<file path="config.mk">
export PLATFORM = sky130hd
export DESIGN_NAME = hawk_beacon_ctrl
export DESIGN_NICKNAME = d
export VERILOG_FILES = /design/src/rtl/hawk_pkg.sv /design/src/rtl/hawk_phase_timer.sv /design/src/rtl/hawk_beacon_ctrl.sv
export SDC_FILE = /design/constraint.sdc
export NUM_CORES = 1
export LEC_CHECK = 0
export BUFFER_PORTS_ARGS = -buffer_cell sky130_fd_sc_hd__buf_2
export CORE_ASPECT_RATIO = 0.9
export CORE_MARGIN = 2
export CORE_UTILIZATION = 40
export CTS_CLUSTER_SIZE = 20
export DETAILED_ROUTE_END_ITERATION = 10
export MAX_ROUTING_LAYER = met4
export PLACE_DENSITY = 0.68
export SYNTH_ARGS = -nofsm -noshare
export SYNTH_HDL_FRONTEND = slang
export SYNTH_SLANG_ARGS = --single-unit
</file>
<file path="constraint.sdc">
create_clock -name clk -period 4.2 [get_ports clk]
set_clock_uncertainty 0.2 [all_clocks]
set_input_delay 0.84 -clock clk [delete_from_list [all_inputs] [get_ports clk]]
set_output_delay 0.84 -clock clk [all_outputs]
set_load 0.01 [all_outputs]
</file>
<file path="src/rtl/hawk_pkg.sv">
// HAWK beacon shared types: state encodings, lamp vector, lamp decode, clog2.
package hawk_pkg;

  typedef enum logic [2:0] {
    ST_DARK     = 3'd0,
    ST_FLASH_Y  = 3'd1,
    ST_STEADY_Y = 3'd2,
    ST_ALL_RED  = 3'd3,
    ST_WALK     = 3'd4,
    ST_CLEAR    = 3'd5,
    ST_MIN_GO   = 3'd6
  } hawk_state_e;

  typedef struct packed {
    logic yl;
    logic rl_a;
    logic rl_b;
    logic walk;
    logic dnw;
  } hawk_lamps_t;

  // Vehicle go / idle: every lamp dark, pedestrians held at DON'T WALK.
  localparam hawk_lamps_t LAMPS_DARK = '{yl: 1'b0, rl_a: 1'b0, rl_b: 1'b0,
                                         walk: 1'b0, dnw: 1'b1};

  // Lamp pattern for a state given the flash phase (1 = lamp-on half).
  function automatic hawk_lamps_t lamps_for(input hawk_state_e st, input logic ph);
    hawk_lamps_t l;
    l = LAMPS_DARK;
    case (st)
      ST_FLASH_Y:  l.yl = ph;
      ST_STEADY_Y: l.yl = 1'b1;
      ST_ALL_RED: begin
        l.rl_a = 1'b1;
        l.rl_b = 1'b1;
      end
      ST_WALK: begin
        l.rl_a = 1'b1;
        l.rl_b = 1'b1;
        l.walk = 1'b1;
        l.dnw  = 1'b0;
      end
      ST_CLEAR: begin
        // Wig-wag: reds alternate, DON'T WALK flashes with lamp A.
        l.rl_a = ph;
        l.rl_b = ~ph;
        l.dnw  = ph;
      end
      default: l = LAMPS_DARK;
    endcase
    return l;
  endfunction

  function automatic int clog2(input int v);
    int r;
    r = 0;
    while ((1 << r) < v) r++;
    return r;
  endfunction

endpackage

</file>
<file path="src/rtl/hawk_phase_timer.sv">
// Phase duration timer: loads DUR-1 on state entry, counts down on tick,
// flags expiry on a tick at zero, and keeps the lamp flash phase bit.
module hawk_phase_timer #(
  parameter int TW = 8
) (
  input  logic          clk,
  input  logic          reset_n,
  input  logic          tick_i,
  input  logic          load_i,
  input  logic [TW-1:0] load_val_i,
  output logic          expire_o,
  output logic          phase_d_o
);

  logic [TW-1:0] cnt_q, cnt_d;
  logic          phase_q, phase_d;

  assign expire_o  = tick_i && (cnt_q == '0);
  assign phase_d_o = phase_d;

  // Load has priority so a tick coinciding with entry is not counted.
  always_comb begin
    cnt_d   = cnt_q;
    phase_d = phase_q;
    if (load_i) begin
      cnt_d   = load_val_i;
      phase_d = 1'b1;
    end else if (tick_i) begin
      phase_d = ~phase_q;
      if (cnt_q != '0) cnt_d = cnt_q - 1'b1;
    end
  end

  // Counter and phase registers.
  always_ff @(posedge clk or negedge reset_n) begin
    if (!reset_n) begin
      cnt_q   <= '0;
      phase_q <= 1'b1;
    end else begin
      cnt_q   <= cnt_d;
      phase_q <= phase_d;
    end
  end

endmodule

</file>
<file path="src/rtl/hawk_beacon_ctrl.sv">
// HAWK pedestrian beacon controller, self-timed from an external tick strobe.
// Optional build macro HAWK_COUNTDOWN_EN adds the WALK+CLEAR countdown output.
//
// state     | meaning
// ----------+-----------------------------------------------
// DARK      | vehicles go, waiting for a latched request
// FLASH_Y   | flashing yellow warning
// STEADY_Y  | steady yellow
// ALL_RED   | steady red, DON'T WALK still lit
// WALK      | steady red, WALK lit
// CLEAR     | wig-wag red, flashing DON'T WALK
// MIN_GO    | enforced vehicle recovery, lamps dark
module hawk_beacon_ctrl
  import hawk_pkg::*;
#(
  parameter int TW         = 8,
  parameter int FLASH_Y_T  = 4,
  parameter int STEADY_Y_T = 3,
  parameter int ALL_RED_T  = 1,
  parameter int WALK_T     = 7,
  parameter int CLEAR_T    = 10,
  parameter int MIN_GO_T   = 20
) (
  input  logic          clk,
  input  logic          reset_n,
  input  logic          tick,
  input  logic          ped_req,
  input  logic          force_dark,
  output logic          yl,
  output logic          rl_a,
  output logic          rl_b,
  output logic          walk,
  output logic          dnw,
  output logic          req_ack,
  output logic          busy,
  output logic [2:0]    state
`ifdef HAWK_COUNTDOWN_EN
  ,
  output logic [TW-1:0] countdown
`endif
);

  localparam int TMAX = 1 << TW;

  localparam bit DUR_OK =
    (FLASH_Y_T  >= 1) && (FLASH_Y_T  < TMAX) &&
    (STEADY_Y_T >= 1) && (STEADY_Y_T < TMAX) &&
    (ALL_RED_T  >= 1) && (ALL_RED_T  < TMAX) &&
    (WALK_T     >= 1) && (WALK_T     < TMAX) &&
    (CLEAR_T    >= 1) && (CLEAR_T    < TMAX) &&
    (MIN_GO_T   >= 1) && (MIN_GO_T   < TMAX);

  if (!DUR_OK) begin : g_bad_duration
    $error("hawk_beacon_ctrl: every phase duration must be >= 1 and < 2**TW");
  end

  hawk_state_e   state_q, state_d;
  logic          req_q, req_d;
  hawk_lamps_t   lamps_q, lamps_d;
  logic          busy_q;
  logic          tmr_load, tmr_expire, phase_d;
  logic [TW-1:0] tmr_load_val;

  function automatic logic [TW-1:0] dur_m1(input hawk_state_e st);
    case (st)
      ST_FLASH_Y:  return TW'(FLASH_Y_T - 1);
      ST_STEADY_Y: return TW'(STEADY_Y_T - 1);
      ST_ALL_RED:  return TW'(ALL_RED_T - 1);
      ST_WALK:     return TW'(WALK_T - 1);
      ST_CLEAR:    return TW'(CLEAR_T - 1);
      ST_MIN_GO:   return TW'(MIN_GO_T - 1);
      default:     return '0;
    endcase
  endfunction

  // Next state: force_dark only gates leaving DARK, never aborts a cycle.
  always_comb begin
    state_d = state_q;
    case (state_q)
      ST_DARK:     if (req_q && !force_dark) state_d = ST_FLASH_Y;
      ST_FLASH_Y:  if (tmr_expire) state_d = ST_STEADY_Y;
      ST_STEADY_Y: if (tmr_expire) state_d = ST_ALL_RED;
      ST_ALL_RED:  if (tmr_expire) state_d = ST_WALK;
      ST_WALK:     if (tmr_expire) state_d = ST_CLEAR;
      ST_CLEAR:    if (tmr_expire) state_d = ST_MIN_GO;
      ST_MIN_GO:   if (tmr_expire) state_d = ST_DARK;
      default:     state_d = ST_DARK;
    endcase
  end

  assign tmr_load     = (state_d != state_q);
  assign tmr_load_val = dur_m1(state_d);

  hawk_phase_timer #(.TW(TW)) u_timer (
    .clk        (clk),
    .reset_n    (reset_n),
    .tick_i     (tick),
    .load_i     (tmr_load),
    .load_val_i (tmr_load_val),
    .expire_o   (tmr_expire),
    .phase_d_o  (phase_d)
  );

  // Request latch; entering WALK serves the request, so the clear wins.
  always_comb begin
    req_d = req_q;
    if (ped_req && state_q != ST_WALK) req_d = 1'b1;
    if (state_d == ST_WALK && state_q != ST_WALK) req_d = 1'b0;
  end

  assign lamps_d = lamps_for(state_d, phase_d);

  // FSM state, request latch and registered lamp/status outputs.
  always_ff @(posedge clk or negedge reset_n) begin
    if (!reset_n) begin
      state_q <= ST_DARK;
      req_q   <= 1'b0;
      lamps_q <= LAMPS_DARK;
      busy_q  <= 1'b0;
    end else begin
      state_q <= state_d;
      req_q   <= req_d;
      lamps_q <= lamps_d;
      busy_q  <= (state_d != ST_DARK);
    end
  end

  assign yl      = lamps_q.yl;
  assign rl_a    = lamps_q.rl_a;
  assign rl_b    = lamps_q.rl_b;
  assign walk    = lamps_q.walk;
  assign dnw     = lamps_q.dnw;
  assign req_ack = req_q;
  assign busy    = busy_q;
  assign state   = state_q;

`ifdef HAWK_COUNTDOWN_EN
  if (TW < clog2(WALK_T + CLEAR_T + 1)) begin : g_bad_cd_width
    $error("hawk_beacon_ctrl: TW too narrow for the WALK+CLEAR countdown");
  end

  logic [TW-1:0] cd_q, cd_d;

  // Countdown spans WALK and CLEAR; zero everywhere else.
  always_comb begin
    cd_d = '0;
    if (state_d == ST_WALK && state_q != ST_WALK) begin
      cd_d = TW'(WALK_T + CLEAR_T);
    end else if (state_d == ST_WALK || state_d == ST_CLEAR) begin
      cd_d = (tick && cd_q != '0) ? cd_q - 1'b1 : cd_q;
    end
  end

  // Countdown register.
  always_ff @(posedge clk or negedge reset_n) begin
    if (!reset_n) cd_q <= '0;
    else          cd_q <= cd_d;
  end

  assign countdown = cd_q;
`endif

endmodule

</file>
==> flow_metrics.py <==
metrics = {
    "min_path": {
        "hold_path_class": "input pin to async pin",
    },
    "timing": {
        "whs_ns": 0.2538,
        "slew-limit-headroom": 0.6010,
        "setup_viol": 0,
        "tightest_slew_ns": 0.5985,
        "period_minus_slack_ns": 2.313,
        "setup_tns_ns": 0,
        "rsz0062_at_grt": "no",
        "setup_ws_ns": 1.887,
        "hold_viol": 0,
        "clock.fmax_ghz": 0.4323,
        "fin_crit_sh": 0.5508,
        "drv_slew": 0,
    },
    "cts": {
        "cts.repair.resized": 0,
        "cts_max_level": 1,
        "cts_buffer_depth": 2,
        "ctsRootBufferMaster": "clkbuf_4",
        "cts_hold_buffers": 0,
        "clk_latency_ns": 0.30,
        "clk_pin_slew_ns": 0.11,
        "cts_setup_buffers": 0,
        "clkSinkCount": 19,
        "numCtsBuffers": 3,
        "cts_tree": "built",
    },
    "logic_synthesis": {
        "yosys.area.top_type": "dfrtp_1",
        "yosysWarnings": 0,
        "yosys.area_share.simple": 0.2656,
        "synth.mux.area_fraction": 0.008743,
        "synth_top_family_by_area": "simple AND/OR/NAND/NOR gates",
        "synth.area.top_cells": "dfrtp_1, dfstp_2, o21ai_0",
        "synthAdderAreaFrac": 0.03060,
        "synth-compound-area-share": 0.1869,
        "avgSynthCellArea_um2": 9.086,
        "async_flop_share": 1.000,
        "synthFlopType": "dfrtp_1",
        "synth_seq_area_share": 0.4175,
        "synth_edf_count": 0,
        "syn_area_mm2": 0.001145,
        "ys_ff_latch": 19,
        "synth_cell_types": 47,
        "yosys.area_share.xor_xnor": 0.03825,
        "synth_nets": 133,
        "yosysTopAreaCellShare": 0.3716,
        "postSynthCellCount": 126,
    },
    "route": {
        "viasPerCell": 5.629,
        "vias": 1002,
        "routed_wl_um": 2362,
        "firstDrtPassIters": 5,
        "wl_per_cell_um": 13.27,
        "ant_nets": 0,
        "drt_iter0_drc": 28,
        "drt_drc_violations_left": 0,
    },
    "grt": {
        "overflow": 0,
        "antenna_found_initial": 0,
        "grt_pass1_vias": 939,
        "grtUsageTotal": 0.1810,
        "grt_pass1_wl_um": 4305,
        "grt_start_max_net_pins": 23,
    },
    "critical_path": {
        "critPathTopFamily": "flip-flops",
        "worst-setup-path-type": "flop to output port",
        "slowest_stage": "dfrtp_1",
        "r2r_start": "u_timer.cnt_q[0]$_DFFE_PN0P_",
        "cp_cell_sequence": "buf_2",
        "cp_max_fo": 22,
        "cp_data_required_time_ns": 3.16,
        "rr_endpoint": "u_timer.cnt_q[2]$_DFFE_PN0P_",
        "slowest_delay_ns": 0.74,
        "arrival_ns": 1.27,
        "rrSetupSlack_ns": 1.93,
        "cp-start-kind": "flop",
        "endpoint_kind": "output port",
        "worst-path-buf-inv": 1,
        "r2r.worst_path.cells": 7,
    },
    "run_status": {
        "status": "complete, no violations",
    },
    "floorplan": {
        "core_area_mm2": 0.002725,
        "ioPinCount": 15,
        "dieHeight_um": 54.76,
        "die_w_um": 60.39,
        "initial_utilization": 0.4201,
        "rows": 18,
        "fp.dieArea_mm2": 0.003307,
    },
    "place": {
        "gp_congestion": 0.8583,
        "pre_cts_slack_ns": 1.763,
        "place_hpwl_um": 1713,
        "io_buffers": 14,
    },
    "power_and_ir_drop": {
        "p_comb_frac": 0.424,
        "p_clk_frac": 0.123,
        "p_seq_frac": 0.453,
        "leakage_nw": 0.5738,
        "p_int_mw": 0.4385,
        "vdd.ir_drop.worst_uv": 299.9,
        "power-per-cell-area_mw_per_mm2": 604.2,
        "power_switching_share": 0.4211,
        "switchingPower_mw": 0.3190,
    },
    "final_layout": {
        "n_antenna_cell": 0,
        "area_delta_synth_final_pct": 9.508,
        "drive_above_1_share": 0.2029,
        "nNetsFinal": 146,
        "finalCoreUtilization": 0.4601,
        "fillers": 271,
    },
    "job": {
        "maxCapViolCount": 0,
    },
}
==> state kept, by name, indices dropped and copies added (netlist names) <==
name / cells
u_timer.phase_q: 1
busy: 1
state: 3
u_timer.cnt_q: 8
yl: 1
dnw: 1
walk: 1
rl_a: 1
rl_b: 1
req_ack: 1
==> worst max-delay path by stage <==
stage                                             from                            to  slack (ns)  cells after the start
after floorplan                                   tick  u_timer.cnt_q[2]$_DFFE_PN0P_        2.02                      5
after global placement                            tick  u_timer.cnt_q[3]$_DFFE_PN0P_        1.78                      5
after detailed placement                          tick  u_timer.cnt_q[3]$_DFFE_PN0P_        1.76                      5
after CTS                           state[0]$_DFF_PN0_                      state[0]        1.91                      1
after global routing      u_timer.cnt_q[0]$_DFFE_PN0P_  u_timer.cnt_q[2]$_DFFE_PN0P_        1.76                      7
final                               state[0]$_DFF_PN0_                      state[0]        1.89                      1
==> cell families (layout without fill, tap and decap cells) <==
kind of cell	Yosys count	after routing
mux	1	1
xor+xnor	5	5
flops	19	19
compound gates	32	32
fa+ha+maj	3	3
simple gates	54	54
buf+inv	12	24
==> layout by cell type (no fill, tap or decap), types with 4 or more instances in the layout <==
cell type / n
o21ai_0: 10
inv_1: 6
nand3_1: 6
dfrtp_1: 17
a21oi_1: 4
nand2_1: 12
nor3_1: 4
buf_2: 14
nor2_1: 12
xor2_1: 4
==> area by class of cell <==
type | instances | area, um^2 | area share
clock buffers | 4 | 26.28 | 0.02096
inverters | 6 | 22.52 | 0.01796
multi-input cells | 95 | 606.8 | 0.4840
flip-flops and latches | 19 | 478.0 | 0.3812
well taps | 40 | 50.05 | 0.03992
repair buffers | 14 | 70.07 | 0.05589
==> metrics by stage <==
| stage | total power [mW] | instances | instance area [um^2] |
|---|---|---|---|
| finish | 0.7574 | 178 | 1254 |
| global route | 0.8304 | 178 | 1254 |
| CTS | 0.7574 | 178 | 1254 |
| detailed placement | 0.6649 | 174 | 1227 |
| global placement | 0.6556 | 174 | 1227 |
| floorplan | 0.5805 | 126 | 1145 |
==> layer usage <==
metal | routed length (um) | vias up | GRT usage
li1 | - | 480 | -
met4 | 40 | 0 | 0.08148
met5 | 0 | - | -
met3 | 142 | 5 | 0.03546
met1 | 1091 | 480 | 0.2357
met2 | 1089 | 37 | 0.2736
==> power by group through the flow <==
stage | registers [mW] | clock network (mW) | logic, mW
finish | 0.343 | 0.0931 | 0.322
floorplan | 0.319 | 0 | 0.261
CTS | 0.342 | 0.0934 | 0.322
global placement | 0.341 | 0 | 0.314
global route | 0.357 | 0.103 | 0.370
detailed placement | 0.344 | 0 | 0.321
==> synthesized netlist by cell type (2+ instances only) <==
library cell and count:
a21boi_1 2, a21oi_1 4, and2_1 2, and3_1 2
and3_2 2, clkbuf_1 3, dfrtp_1 17, dfstp_2 2
ha_1 2, inv_1 6, nand2_1 12, nand3_1 6
nor2_1 12, nor2b_1 3, nor3_1 4, o211a_1 2
o21ai_0 10, o22ai_1 3, xor2_1 4
(Power assumes the default switching activity.)
